==> src/rtl/median_result_packer.sv <==
// Packs the 1-bit filtered pixel stream into bytes, writes them to the result RAM, then drains the RAM onto a valid/ready byte stream.
// Optional: define PACK_PIXEL_COUNT_EN to add the fgCount foreground-pixel counter output.
module median_result_packer #(
  parameter int unsigned IMG_W   = 256,
  parameter int unsigned IMG_H   = 256,
  parameter int unsigned ADDR_W  = 8,
  parameter int unsigned BYTE_AW = 13
) (
  input  logic               clk,
  input  logic               reset,
  input  logic               start,
  input  logic               pixIn,
  input  logic               pixValid,
  input  logic [ADDR_W-1:0]  xPixAddr,
  input  logic [ADDR_W-1:0]  yPixAddr,
  input  logic               filterDone,
  output logic [BYTE_AW-1:0] memWrAddr,
  output logic [7:0]         memWrData,
  output logic               memWe,
  output logic [BYTE_AW-1:0] memRdAddr,
  input  logic [7:0]         memRdData,
  output logic [7:0]         outByte,
  output logic               outValid,
  input  logic               outReady,
  output logic               packBusy,
  output logic               packDone,
`ifdef PACK_PIXEL_COUNT_EN
  output logic [16:0]        fgCount,
`endif
  output logic               seqError
);

  localparam int unsigned IDX_W   = 2 * ADDR_W + 1;
  localparam int unsigned N_BYTES = IMG_W * IMG_H / 8;
  localparam logic [BYTE_AW-1:0] LAST_ADDR = BYTE_AW'(N_BYTES - 1);

  typedef enum logic [2:0] {
    S_IDLE, S_COLLECT, S_FLUSH, S_RD_REQ, S_RD_WAIT, S_HOLD, S_DONE
  } state_e;

  state_e             state_q, state_d;
  logic [7:0]         shift_q, shift_d;
  logic [7:0]         mask_q, mask_d;
  logic [BYTE_AW-1:0] cur_byte_q, cur_byte_d;
  logic [IDX_W-1:0]   exp_idx_q, exp_idx_d;
  logic               seq_err_q, seq_err_d;
  logic [BYTE_AW-1:0] wr_addr_q, wr_addr_d;
  logic [7:0]         wr_data_q, wr_data_d;
  logic               we_q, we_d;
  logic [BYTE_AW-1:0] rd_addr_q, rd_addr_d;
  logic [7:0]         out_byte_q, out_byte_d;
  logic               out_valid_q, out_valid_d;
  logic               busy_q, busy_d;
  logic               pack_done_q, pack_done_d;
`ifdef PACK_PIXEL_COUNT_EN
  logic [16:0]        fg_q, fg_d;
`endif

  logic [IDX_W-1:0]   pix_idx_c;
  logic [BYTE_AW-1:0] pix_byte_c;
  logic [2:0]         bit_pos_c;
  logic [7:0]         bit_oh_c;
  logic [7:0]         pix_bit_c;
  logic [7:0]         merged_c;

  assign pix_idx_c  = IDX_W'(yPixAddr) * IDX_W'(IMG_W) + IDX_W'(xPixAddr);
  assign pix_byte_c = BYTE_AW'(pix_idx_c >> 3);
  assign bit_pos_c  = xPixAddr[2:0];
  assign bit_oh_c   = 8'b1 << bit_pos_c;
  assign pix_bit_c  = pixIn ? bit_oh_c : 8'h00;
  assign merged_c   = shift_q | pix_bit_c;

  // Next-state and datapath
  always_comb begin
    state_d     = state_q;
    shift_d     = shift_q;
    mask_d      = mask_q;
    cur_byte_d  = cur_byte_q;
    exp_idx_d   = exp_idx_q;
    seq_err_d   = seq_err_q;
    wr_addr_d   = wr_addr_q;
    wr_data_d   = wr_data_q;
    we_d        = 1'b0;
    rd_addr_d   = rd_addr_q;
    out_byte_d  = out_byte_q;
    out_valid_d = out_valid_q;
    pack_done_d = 1'b0;
`ifdef PACK_PIXEL_COUNT_EN
    fg_d        = fg_q;
`endif

    // A pixel outside the collect window is dropped but flagged
    if (pixValid && state_q != S_COLLECT) seq_err_d = 1'b1;

    unique case (state_q)
      S_IDLE: begin
        shift_d    = 8'h00;
        mask_d     = 8'h00;
        exp_idx_d  = '0;
        cur_byte_d = '0;
        if (start) begin
          state_d   = S_COLLECT;
          seq_err_d = 1'b0;
`ifdef PACK_PIXEL_COUNT_EN
          fg_d      = 17'd0;
`endif
        end
      end
      S_COLLECT: begin
        if (pixValid) begin
          if (pix_idx_c != exp_idx_q) seq_err_d = 1'b1;
          exp_idx_d  = pix_idx_c + IDX_W'(1);
          cur_byte_d = pix_byte_c;
`ifdef PACK_PIXEL_COUNT_EN
          if (pixIn) fg_d = fg_q + 17'd1;
`endif
          if (pix_byte_c != cur_byte_q && mask_q != 8'h00) begin
            // Jumped to a new byte: retire the partial one first
            we_d      = 1'b1;
            wr_addr_d = cur_byte_q;
            wr_data_d = shift_q;
            shift_d   = pix_bit_c;
            mask_d    = bit_oh_c;
          end else if (bit_pos_c == 3'd7) begin
            we_d      = 1'b1;
            wr_addr_d = pix_byte_c;
            wr_data_d = merged_c;
            shift_d   = 8'h00;
            mask_d    = 8'h00;
          end else begin
            shift_d = merged_c;
            mask_d  = mask_q | bit_oh_c;
          end
        end
        if (filterDone) state_d = S_FLUSH;
      end
      S_FLUSH: begin
        if (mask_q != 8'h00) begin
          we_d      = 1'b1;
          wr_addr_d = cur_byte_q;
          wr_data_d = shift_q;
          shift_d   = 8'h00;
          mask_d    = 8'h00;
        end else begin
          state_d   = S_RD_REQ;
          rd_addr_d = '0;
        end
      end
      S_RD_REQ: state_d = S_RD_WAIT;
      S_RD_WAIT: begin
        out_byte_d  = memRdData;
        out_valid_d = 1'b1;
        state_d     = S_HOLD;
      end
      S_HOLD: begin
        if (outReady) begin
          out_valid_d = 1'b0;
          if (rd_addr_q == LAST_ADDR) begin
            state_d     = S_DONE;
            pack_done_d = 1'b1;
          end else begin
            rd_addr_d = rd_addr_q + BYTE_AW'(1);
            state_d   = S_RD_REQ;
          end
        end
      end
      S_DONE:  state_d = S_IDLE;
      default: state_d = S_IDLE;
    endcase

    busy_d = (state_d != S_IDLE);
  end

  always_ff @(posedge clk or negedge reset) begin
    if (!reset) begin
      state_q     <= S_IDLE;
      shift_q     <= 8'h00;
      mask_q      <= 8'h00;
      cur_byte_q  <= '0;
      exp_idx_q   <= '0;
      seq_err_q   <= 1'b0;
      wr_addr_q   <= '0;
      wr_data_q   <= 8'h00;
      we_q        <= 1'b0;
      rd_addr_q   <= '0;
      out_byte_q  <= 8'h00;
      out_valid_q <= 1'b0;
      busy_q      <= 1'b0;
      pack_done_q <= 1'b0;
`ifdef PACK_PIXEL_COUNT_EN
      fg_q        <= 17'd0;
`endif
    end else begin
      state_q     <= state_d;
      shift_q     <= shift_d;
      mask_q      <= mask_d;
      cur_byte_q  <= cur_byte_d;
      exp_idx_q   <= exp_idx_d;
      seq_err_q   <= seq_err_d;
      wr_addr_q   <= wr_addr_d;
      wr_data_q   <= wr_data_d;
      we_q        <= we_d;
      rd_addr_q   <= rd_addr_d;
      out_byte_q  <= out_byte_d;
      out_valid_q <= out_valid_d;
      busy_q      <= busy_d;
      pack_done_q <= pack_done_d;
`ifdef PACK_PIXEL_COUNT_EN
      fg_q        <= fg_d;
`endif
    end
  end

  assign memWrAddr = wr_addr_q;
  assign memWrData = wr_data_q;
  assign memWe     = we_q;
  assign memRdAddr = rd_addr_q;
  assign outByte   = out_byte_q;
  assign outValid  = out_valid_q;
  assign packBusy  = busy_q;
  assign packDone  = pack_done_q;
  assign seqError  = seq_err_q;
`ifdef PACK_PIXEL_COUNT_EN
  assign fgCount   = fg_q;
`endif

endmodule

==> config.mk <==
export PLATFORM = sky130hd
export DESIGN_NAME = median_result_packer
export DESIGN_NICKNAME = d
export VERILOG_FILES = /design/src/rtl/median_result_packer.sv
export SDC_FILE = /design/constraint.sdc
export NUM_CORES = 1
export LEC_CHECK = 0
export BUFFER_PORTS_ARGS = -buffer_cell sky130_fd_sc_hd__buf_2
export CAP_MARGIN = 10
export CORE_ASPECT_RATIO = 1.2
export CORE_MARGIN = 3
export CORE_UTILIZATION = 61
export CTS_CLUSTER_SIZE = 14
export DETAILED_ROUTE_END_ITERATION = 16
export HOLD_SLACK_MARGIN = 0.08
export PLACE_DENSITY = 0.89
export SYNTH_ARGS = -nofsm -noshare
export SYNTH_HDL_FRONTEND = slang
export SYNTH_SLANG_ARGS = --single-unit
==> constraint.sdc <==
create_clock -name clk -period 3.4 [get_ports clk]
set_clock_uncertainty 0.1 [all_clocks]
set_input_delay 0.17 -clock clk [delete_from_list [all_inputs] [get_ports clk]]
set_output_delay 0.17 -clock clk [all_outputs]
set_load 0.005 [all_outputs]
==> results of run 1 <==
routing by layer:
| layer | GRT usage | share of wire | vias up |
|---|---|---|---|
| li1 | - | - | 1727 |
| met1 | 0.349 | 0.42 | 1858 |
| met2 | 0.417 | 0.50 | 146 |
| met3 | 0.0513 | 0.058 | 27 |
| met4 | 0.0918 | 0.023 | 0 |
| met5 | 0 | 0 | - |
cells in the mapped netlist, types with 2 or more instances:
| cell type | n |
|---|---|
| nor2_1 | 19 |
| nand3_1 | 21 |
| buf_1 | 2 |
| buf_6 | 9 |
| buf_12 | 2 |
| nand4_1 | 9 |
| a21o_1 | 4 |
| xor2_1 | 17 |
| a22o_1 | 12 |
| a21oi_1 | 4 |
| mux2_2 | 25 |
| mux2_4 | 16 |
| o2bb2ai_1 | 12 |
| o21ai_0 | 27 |
| clkbuf_1 | 7 |
| ha_1 | 7 |
| nor3_1 | 5 |
| and2_1 | 7 |
| buf_2 | 9 |
| and4_1 | 4 |
| a41o_1 | 3 |
| buf_4 | 2 |
| a31oi_1 | 4 |
| and3_1 | 6 |
| or4_4 | 2 |
| xnor2_1 | 27 |
| nor2b_1 | 2 |
| a31o_2 | 2 |
| mux2i_1 | 4 |
| nand2_1 | 45 |
| xnor2_2 | 4 |
| or3_1 | 4 |
| o31ai_1 | 2 |
| dfrtp_1 | 96 |
| inv_1 | 13 |
per-stage QoR:
stage | std cells | instance area, um^2 | setup slack (ns) | hold slack, ns | power (uW)
final | 629 | 5730 | 0.628 | 0.0887 | 4660
after global placement | 591 | 5300 | 0.834 | 0.113 | 3740
after detailed placement | 591 | 5300 | 0.737 | 0.124 | 3840
after floorplan | 446 | 4980 | 1.16 | -0.226 | 3340
after CTS | 629 | 5730 | 0.652 | 0.0825 | 4640
after global routing | 629 | 5730 | 0.571 | 0.0961 | 4910
power by group through the flow:
stage                     registers [uW]  clock network (uW)  logic, uW
after floorplan                     1820                   0       1520
after global placement              1850                   0       1880
after detailed placement            1880                   0       1960
after CTS                           1860                 774       2010
after global routing                1920                 824       2170
final                               1870                 767       2020
layout make-up:
type / count / area (um^2)
clock buffers: 10 / 138
clock inverters: 6 / 66.3
fillers: 514 / 2070
inverters: 13 / 48.8
multi-input cells: 306 / 2290
flip-flops and latches: 96 / 2400
well taps: 92 / 115
repair buffers: 106 / 661
registers in the layout (all words and copies together), names as in the netlist:
signal      cells
packDone        1
outValid        1
packBusy        1
cur_byte_q     13
memRdAddr      13
outByte         8
shift_q         8
memWrData       8
seqError        1
mask_q          8
memWe           1
state_q         3
memWrAddr      13
exp_idx_q      17
how the worst max path moves through the flow:
stage / slack (ns) / start / end
CTS: 0.65 / yPixAddr[1] / memWrAddr[8]
finish: 0.63 / yPixAddr[1] / memWrAddr[6]
global placement: 0.83 / cur_byte_q[1] / memWrAddr[8]
global route: 0.57 / yPixAddr[1] / memWrAddr[8]
floorplan: 1.16 / mask_q[5] / memWrAddr[1]
detailed placement: 0.74 / cur_byte_q[1] / memWrAddr[6]
kinds of logic (layout without fill, tap and decap cells):
family,after synthesis,after routing,share of synthesized area
DFF,96,96,0.482
and+or+nand+nor,129,129,0.130
adders and majority gates,7,7,0.0176
buffers and inverters,44,135,0.0570
muxes,45,45,0.113
xor gates and xnor gates,48,48,0.0904
AOI/OAI and AO/OA,77,77,0.110
critical path, delay by kind of cell:
kind                      cells  cell delay [ns]
buffers and inverters         2             0.71
xor gates and xnor gates      1             0.18
and+or+nand+nor               2             0.56
AOI/OAI and AO/OA             1             0.62
muxes                         2             0.68
==> run_results.csv, run 1 <==
group,metric,value,unit
run_status,status,"completed",
placed_design,port_buffers,77,
clock_tree,postCtsSetupBuffers,0,
timing,fin_crit_sh,0.815,
grt,grtUsageTotal,0.260,
yosys,synth_area_leaders,"dfrtp_1 48%, mux2_2 5.7%, mux2_4 4.8%, xnor2_1 4.7%, nand2_1 3.4%",
yosys,synth_ff_type,"dfrtp_1",
yosys,syn_area,4980,um^2
worst_setup_path,reg2regPathDepth,6,
timing,timing.fmax,361,MHz
timing,maxSlewViolCount,0,
worst_setup_path,rr_endpoint,"memWrAddr[6]",
placed_design,gp_congestion,0.891,
worst_setup_path,ff2ff_setup_slack,0.71,ns
clock_tree,ctsHoldBuffers,22,
hold_path,min_path_cells,2,
clock_tree,cts_tree,"built",
drt,drt-vias-per-instance,5.97,
final_layout,final_common_cell,"dfrtp_1",
floorplanning,core_area,7790,um^2
clock_tree,clk_path_buf_depth,2,
power,comb_power_share,0.433,
worst_setup_path,worstSetupPathType,"primary input to register",
yosys,async_flop_share,1.00,
power,p_per_area,813,nW/um^2
worst_setup_path,crit_path_start_kind,"primary input",
drt,drc,0,
timing,post-route-min-period,2.77,ns
clock_tree,cts_buffers,9,
yosys,syn_nets,484,
power,leakagePower,0.00279,uW
yosys,ys_warn_count,0,
timing,rsz0062_at_grt,"false",
worst_setup_path,end_kind,"register",
timing,maxSlewHeadroom,0.520,
worst_setup_path,cp_slowest_cell,"o21a_1",
drt,finalWirelength,11500,um
clock_tree,cts_resized,0,
clock_tree,cts.clk_slew.worst_paths,0.10,ns
drt,first_pass_iters,5,
clock_tree,cts_max_level,3,
power,p_switching,1730,uW
clock_tree,insertion_delay,0.36,ns
hold_path,min_from,"xPixAddr[5]",
hold_path,hold_path.class,"primary input to register",
yosys,synthCells,446,
drt,drt-initial-drc-count,239,
grt,overflow,0,
clock_tree,cts_root_buffer,"clkbuf_8",
final_layout,post-route-util,0.735,
grt,antenna_found_initial,0,
worst_setup_path,critPathArrivalTime,2.93,ns
grt,grt_max_degree,48,
clock_tree,cts_sinks,96,
floorplanning,fp.dieArea,9290,um^2
floorplanning,ioPinCount,78,
power,pwr-share-clk,0.165,
floorplanning,die_y,105,um
yosys,synth_seq_area_share,0.482,
timing,worst_pin_slew,0.717,ns
placed_design,dp_hpwl,7800,um
final_layout,drive_gt1_frac,0.285,
drt,avgRoutedWirePerCell,18.3,um
final_layout,n_antenna_cell,0,
grt,grt_pass1_wl,18900,um
drt,antenna_left,0,
power,switching_share,0.371,
worst_setup_path,path_max_fanout,14,
hold_path,hold_end,"cur_byte_q[2]",
final_layout,area_growth,14.9,%
timing,finalSetupTns,0,ns
power,power_frac_seq,0.402,
final_layout,final_cell_mix,"96 x dfrtp_1, 76 x buf_2, 45 x nand2_1",
yosys,synth_edf_count,0,
power,vdd_ir_drop_max,0.000456,V
final_layout,nets,570,
flow_run,cap_violations,0,
yosys,synth_area_leader_cell,"dfrtp_1",
worst_setup_path,worstPathRequired,3.56,ns
drt,vias,3758,
timing,hold_viol,0,
floorplanning,start_util,0.639,
worst_setup_path,r2r_start,"cur_byte_q[6]",
worst_setup_path,critPathMaxStageDelay,0.62,ns
grt,grt_pass1_vias,3846,
timing,finalSetupViolations,0,
yosys,synth.avg_cell_area,11.2,um^2
yosys,synth_top_area_frac,0.482,
worst_setup_path,cp_cell_sequence,"dlygate4sd3_1 -> buf_2 -> xnor2_1 -> nand4_1 -> nor4_2 -> o21a_1 -> mux2_2 -> mux2_4",
yosys,synth_cell_types,47,
power,p_int,2930,uW
floorplanning,dieWidth,88.5,um
floorplanning,rows,35,
yosys,synth-seq-cells,96,
Note: power is estimated with default switching activity, not from simulation.
==> run 2, diff against run 1 <==
--- a/config.mk
+++ b/config.mk
@@ -9,11 +9,11 @@
 export CAP_MARGIN = 10
 export CORE_ASPECT_RATIO = 1.2
 export CORE_MARGIN = 3
-export CORE_UTILIZATION = 61
+export CORE_UTILIZATION = 51
 export CTS_CLUSTER_SIZE = 14
 export DETAILED_ROUTE_END_ITERATION = 16
 export HOLD_SLACK_MARGIN = 0.08
-export PLACE_DENSITY = 0.89
+export PLACE_DENSITY = 0.8
 export SYNTH_ARGS = -nofsm -noshare
 export SYNTH_HDL_FRONTEND = slang
 export SYNTH_SLANG_ARGS = --single-unit
==> constraint.sdc (replaced) <==
create_clock -name clk -period 2.45 [get_ports clk]
set_clock_uncertainty 0.1 [all_clocks]
set_input_delay 0.1225 -clock clk [delete_from_list [all_inputs] [get_ports clk]]
set_output_delay 0.1225 -clock clk [all_outputs]
set_load 0.005 [all_outputs]
==> run 2 against run 1 <==
  * Sequential cell count stayed put
  * Non-clock buffer count up 21
  * Sequential share of layout area is 2.1 points lower
  * Global-route usage shrank 3.9 points
  * Register-to-register slack got worse by 0.66 ns
  * Core utilization fell by 8.4 points
  * Die area is 18% higher
  * Sequential power rose by 39%
  * Worst hold slack better by 0.014 ns
  * Clock power increased by 33%
  * Setup slack got worse by 0.61 ns
  * Combinational power up 58%
  * Largest cell class unchanged
  * Highest routed layer unchanged
==> run_results.csv, run 2 (synthesis results as in run 1) <==
group,metric,value,unit
run_status,status,"completed",
grt,use_met3,0.0427,
drt,avgRoutedWirePerCell,17.0,um
final_layout,final_cell_mix,"96 x dfrtp_1, 74 x buf_2, 45 x nand2_1",
clock_tree,cts_root_buffer,"clkbuf_8",
clock_tree,cts_tree,"built",
final_layout,post-route-util,0.650,
drt,finalWirelength,11500,um
timing,finalSetupViolations,0,
flow_run,cap_violations,0,
power,leakagePower,0.00293,uW
clock_tree,cts_sinks,96,
power,p_int,4360,uW
timing,worst_slack,0.0212,ns
placed_design,port_buffers,77,
grt,grt.met1_usage,0.303,
power,comb_power_share,0.469,
grt,grtUsageTotal,0.221,
power,switching_share,0.359,
floorplanning,dieWidth,96.2,um
final_layout,largest_reg_flops,17,
final_layout,multi_input_comb_area,2330,um^2
grt,grt_pass1_vias,3817,
worst_setup_path,end_kind,"register",
final_layout,seqCellArea,2400,um^2
grt,busiest_layer,"met2",
clock_tree,cts_buffers,9,
final_layout,final_common_cell,"dfrtp_1",
worst_setup_path,crit_path_start_kind,"primary input",
grt,met2_usage,0.340,
floorplanning,rows,38,
timing,post-route-min-period,2.43,ns
floorplanning,fp.dieArea,11000,um^2
timing,timing.fmax,412,MHz
final_layout,nets,591,
worst_setup_path,critPathArrivalTime,2.58,ns
timing,maxSlewViolCount,0,
placed_design,dp_hpwl,7930,um
clock_tree,cts_max_level,3,
final_layout,drive_gt1_frac,0.309,
grt,antenna_found_initial,0,
power,pwr-share-clk,0.149,
power,power_frac_seq,0.382,
floorplanning,start_util,0.537,
worst_setup_path,path_max_fanout,11,
timing,hold_viol,0,
timing,worst_pin_slew,0.650,ns
floorplanning,core_area,9270,um^2
power,p_per_area,1130,nW/um^2
drt,drt-initial-drc-count,253,
clock_tree,insertion_delay,0.37,ns
hold_path,hold_path.class,"primary input to register",
power,p_switching,2440,uW
worst_setup_path,worstSetupPathType,"primary input to register",
power,vdd_ir_drop_max,0.000786,V
final_layout,nFillCells,695,
final_layout,top_register,"exp_idx_q",
grt,grt_pass1_wl,18800,um
timing,fin_crit_sh,0.991,
grt,grt_max_degree,50,
final_layout,n_antenna_cell,0,
drt,vias,3846,
worst_setup_path,worstPathRequired,2.60,ns
clock_tree,cts.clk_slew.worst_paths,0.09,ns
grt,overflow,0,
drt,drt-vias-per-instance,5.68,
floorplanning,die_y,114,um
drt,drc,0,
placed_design,gp_congestion,0.875,
drt,antenna_left,0,
placed_design,place_ws,0.0806,ns
clock_tree,clk_path_buf_depth,2,
timing,rsz0062_at_grt,"true",
floorplanning,ioPinCount,78,
timing,maxSlewHeadroom,0.566,
final_layout,area_growth,21.0,%
drt,first_pass_iters,5,
## run 2: cell count changes in the layout (fill, tap and decap cells not counted), sizes merged
cell         delta
buf            +14
clkinvlp        -1
inv             -1
clkinv          +1
clkbuf          +1
dlygate4sd3     +6
## run 2: routing by layer
metal  vias up  part of all wire  wire, um
met4         0             0.029       332
met5         -                 0         0
met3        32             0.062       715
met2       176              0.49      5630
li1       1780                 -         -
met1      1858              0.42      4810
## run 2: metrics by stage
| stage | area (um^2) | power (uW) | instances | setup TNS (ns) | hold slack [ns] |
|---|---|---|---|---|---|
| 3_5_place_dp | 5460 | 5520 | 629 | 0 | 0.0895 |
| 4_1_cts | 5930 | 6580 | 672 | 0 | 0.0875 |
| 2_1_floorplan | 4980 | 4630 | 446 | 0 | -0.273 |
| 6_report | 6030 | 6810 | 677 | 0 | 0.103 |
| 5_1_grt | 6030 | 7260 | 677 | -0.0923 | 0.104 |
| 3_3_place_gp | 5460 | 5380 | 629 | 0 | 0.0789 |
## run 2: layout make-up
class / instances / area share
Inverter: 13 / 0.00809
Sequential cell: 96 / 0.399
Tap cell: 120 / 0.0249
Clock buffer: 10 / 0.0212
Clock inverter: 5 / 0.00976
Timing Repair Buffer: 127 / 0.150
Multi-Input combinational cell: 306 / 0.387
## run 2: power groups by stage
stage / clock (uW) / sequential (uW) / combinational (uW)
after floorplan: 0 / 2520 / 2110
after global placement: 0 / 2570 / 2810
after detailed placement: 0 / 2600 / 2910
after CTS: 1040 / 2580 / 2960
after global routing: 1100 / 2680 / 3480
final: 1020 / 2600 / 3190
## run 2: final timing paths
| kind | slack (ns) | startpoint | end | cells after the start |
|---|---|---|---|---|
| setup / recovery | 0.02 | yPixAddr[3] | memWrAddr[9] | 10 |
| hold / removal | 0.10 | xPixAddr[4] | cur_byte_q[1] | 3 |
| setup reg to reg | 0.05 | cur_byte_q[8] | memWrAddr[9] | 8 |
| hold reg to reg | 0.40 | exp_idx_q[16] | exp_idx_q[16] | 2 |
| max in group asynchronous | 1.36 | reset | cur_byte_q[7] | 3 |
| min in group asynchronous | 0.22 | reset | memRdAddr[7] | 2 |
## run 2: worst max-delay path, cell delays in order
cell	delay, ns
dlygate4sd3_1	0.54
buf_2	0.17
xnor2_1	0.20
nand4_1	0.13
nor4_2	0.31
buf_4	0.18
o21a_4	0.16
buf_12	0.14
mux2_2	0.34
mux2_4	0.28
## run 2: timing repair
| item | 4_1_cts | 5_1_grt |
|---|---|---|
| endpoints found under the hold margin | 91 | 0 |
| buffers inserted | 0 | 4 |
| hold buffers | 28 | 0 |
| gates resized for setup | 0 | 11 |
| endpoints found under the setup margin | 0 | 16 |
==> run 3, diff against run 2 <==
--- a/config.mk
+++ b/config.mk
@@ -9,11 +9,11 @@
 export CAP_MARGIN = 10
 export CORE_ASPECT_RATIO = 1.2
 export CORE_MARGIN = 3
-export CORE_UTILIZATION = 51
+export CORE_UTILIZATION = 30
 export CTS_CLUSTER_SIZE = 14
 export DETAILED_ROUTE_END_ITERATION = 16
 export HOLD_SLACK_MARGIN = 0.08
-export PLACE_DENSITY = 0.8
+export PLACE_DENSITY = 0.53
 export SYNTH_ARGS = -nofsm -noshare
 export SYNTH_HDL_FRONTEND = slang
 export SYNTH_SLANG_ARGS = --single-unit
==> run 3 against run 2 <==
  * Register-to-register slack better by 0.05 ns
  * Sequential cell count unchanged
  * Critical endpoint unchanged
  * Highest routed layer unchanged
  * Setup slack better by 0.022 ns
  * Critical path type unchanged
  * Sequential power down 2%
  * Clock-buffer cell count down 1
==> run_results.csv, run 3 (synthesis results as in run 1) <==
group,metric,value,unit
run_status,status,"completed",
clock_tree,insertion_delay,0.34,ns
worst_setup_path,ff2ff_setup_slack,0.10,ns
worst_setup_path,worstSetupPathType,"primary input to register",
floorplanning,ioPinCount,78,
floorplanning,die_y,147,um
clock_tree,cts_buffers,9,
floorplanning,start_util,0.312,
worst_setup_path,critPathArrivalTime,2.53,ns
placed_design,gp_congestion,0.789,
final_layout,drive_gt1_frac,0.314,
timing,worst_slack,0.0432,ns
clock_tree,cts_sinks,96,
worst_setup_path,startpoint,"yPixAddr[2]",
timing,rsz0062_at_grt,"true",
placed_design,dp_hpwl,8800,um
grt,antenna_found_initial,0,
placed_design,port_buffers,77,
drt,drc,0,
timing,hold_viol,0,
worst_setup_path,r2r_start,"cur_byte_q[9]",
grt,overflow,0,
worst_setup_path,cp_slowest_cell,"dlygate4sd3_1",
timing,finalSetupViolations,0,
final_layout,seqCellArea,2400,um^2
power,finalPower,7060,uW
placed_design,place_ws,0.0943,ns
worst_setup_path,path_max_fanout,7,
timing,maxSlewViolCount,0,
grt,grt_pass1_wl,20100,um
worst_setup_path,critPathMaxStageDelay,0.54,ns
power,p_per_area,1140,nW/um^2
drt,drt-vias-per-instance,4.87,
floorplanning,rows,50,
drt,drt-initial-drc-count,283,
drt,antenna_left,0,
floorplanning,core_area,16000,um^2
timing,finalSetupTns,0,ns
timing,fin_crit_sh,0.982,
worst_setup_path,crit_path_end,"memWrAddr[9]",
clock_tree,cts_root_buffer,"clkbuf_16",
final_layout,area_growth,24.6,%
worst_setup_path,reg2regPathDepth,8,
final_layout,nets,591,
clock_tree,cts_max_level,3,
clock_tree,postCtsSetupBuffers,0,
flow_run,cap_violations,0,
final_layout,n_antenna_cell,0,
drt,vias,3731,
worst_setup_path,worstPathRequired,2.57,ns
worst_setup_path,cp_cell_sequence,"dlygate4sd3_1 -> buf_2 -> xnor2_2 -> nand3_1 -> nor4_2 -> buf_4 -> o21a_1 -> buf_4 -> mux2_2 -> mux2_4",
final_layout,final_common_cell,"dfrtp_1",
drt,first_pass_iters,4,
drt,finalWirelength,12100,um
floorplanning,fp.dieArea,18200,um^2
timing,timing.fmax,415,MHz
timing,post-route-min-period,2.41,ns
hold_path,min_from,"xPixAddr[3]",
worst_setup_path,end_kind,"register",
clock_tree,clk_path_buf_depth,2,
floorplanning,dieWidth,124,um
hold_path,hold_path.class,"primary input to register",
power,leakagePower,0.00297,uW
final_layout,nFillCells,1594,
worst_setup_path,crit_path_frequent_cell,"buf_4",
worst_setup_path,crit_path_start_kind,"primary input",
drt,avgRoutedWirePerCell,15.9,um
final_layout,final_cell_mix,"96 x dfrtp_1, 76 x buf_2, 45 x nand2_1",
timing,maxSlewHeadroom,0.617,
final_layout,multi_input_comb_area,2330,um^2
clock_tree,cts.clk_slew.worst_paths,0.07,ns
grt,grtUsageTotal,0.139,
timing,worst_pin_slew,0.574,ns
final_layout,top_register,"exp_idx_q",
clock_tree,cts_tree,"built",
grt,grt_max_degree,56,
worst_setup_path,rr_endpoint,"memWrAddr[9]",
power,vdd_ir_drop_max,0.000415,V
grt,grt_pass1_vias,3813,
final_layout,largest_reg_flops,17,
-- run 3: worst max-delay path, delay by kind of cell --
kind,cells,cell delay [ns]
AO/OA/AOI/OAI,1,0.13
XOR/XNOR,1,0.20
buffers and inverters,4,1.06
multiplexers,2,0.62
AND/OR/NAND/NOR,2,0.38
-- run 3: timing repair --
item,CTS,global route
endpoints found under the hold margin,79,0
hold buffers,27,0
endpoints found under the setup margin,0,18
gates resized for setup,0,5
-- run 3: report_power, final --
group          leakage [uW]  switching [uW]  internal (uW)
registers           0.00127             387           2150
clock network      0.000146             618            792
logic               0.00156            1470           1640
-- run 3: metal layers --
metal,track usage,up-vias,wire length [um]
met5,0,-,0
met1,0.192,1845,5550
met2,0.220,93,5830
met4,0.0360,0,135
li1,-,1783,-
met3,0.0273,10,633
-- run 3: metrics by stage --
step / hold WS [ns] / std cells / instance area, um^2 / util
after detailed placement: 0.0583 / 723 / 5610 / 0.352
after floorplan: -0.273 / 446 / 4980 / -
after CTS: 0.0924 / 766 / 6170 / 0.387
final: 0.110 / 766 / 6210 / 0.389
after global routing: 0.128 / 766 / 6210 / 0.389
after global placement: 0.0493 / 723 / 5610 / 0.352
-- run 3: worst min-delay path by stage --
stage,depth (start not counted),to,slack [ns]
2_1_floorplan,0,cur_byte_q[0],-0.27
3_3_place_gp,1,outByte[7],0.05
3_5_place_dp,1,outByte[7],0.06
4_1_cts,3,memWrAddr[11],0.09
5_1_grt,3,cur_byte_q[0],0.13
6_report,3,cur_byte_q[0],0.11
-- run 3: final cells by class --
type                    count  area share
repair buffers            127       0.140
inverters                  13     0.00786
well taps                 208      0.0419
clock inverters             7      0.0113
flip-flops and latches     96       0.387
clock buffers               9      0.0363
multi-input cells         306       0.376
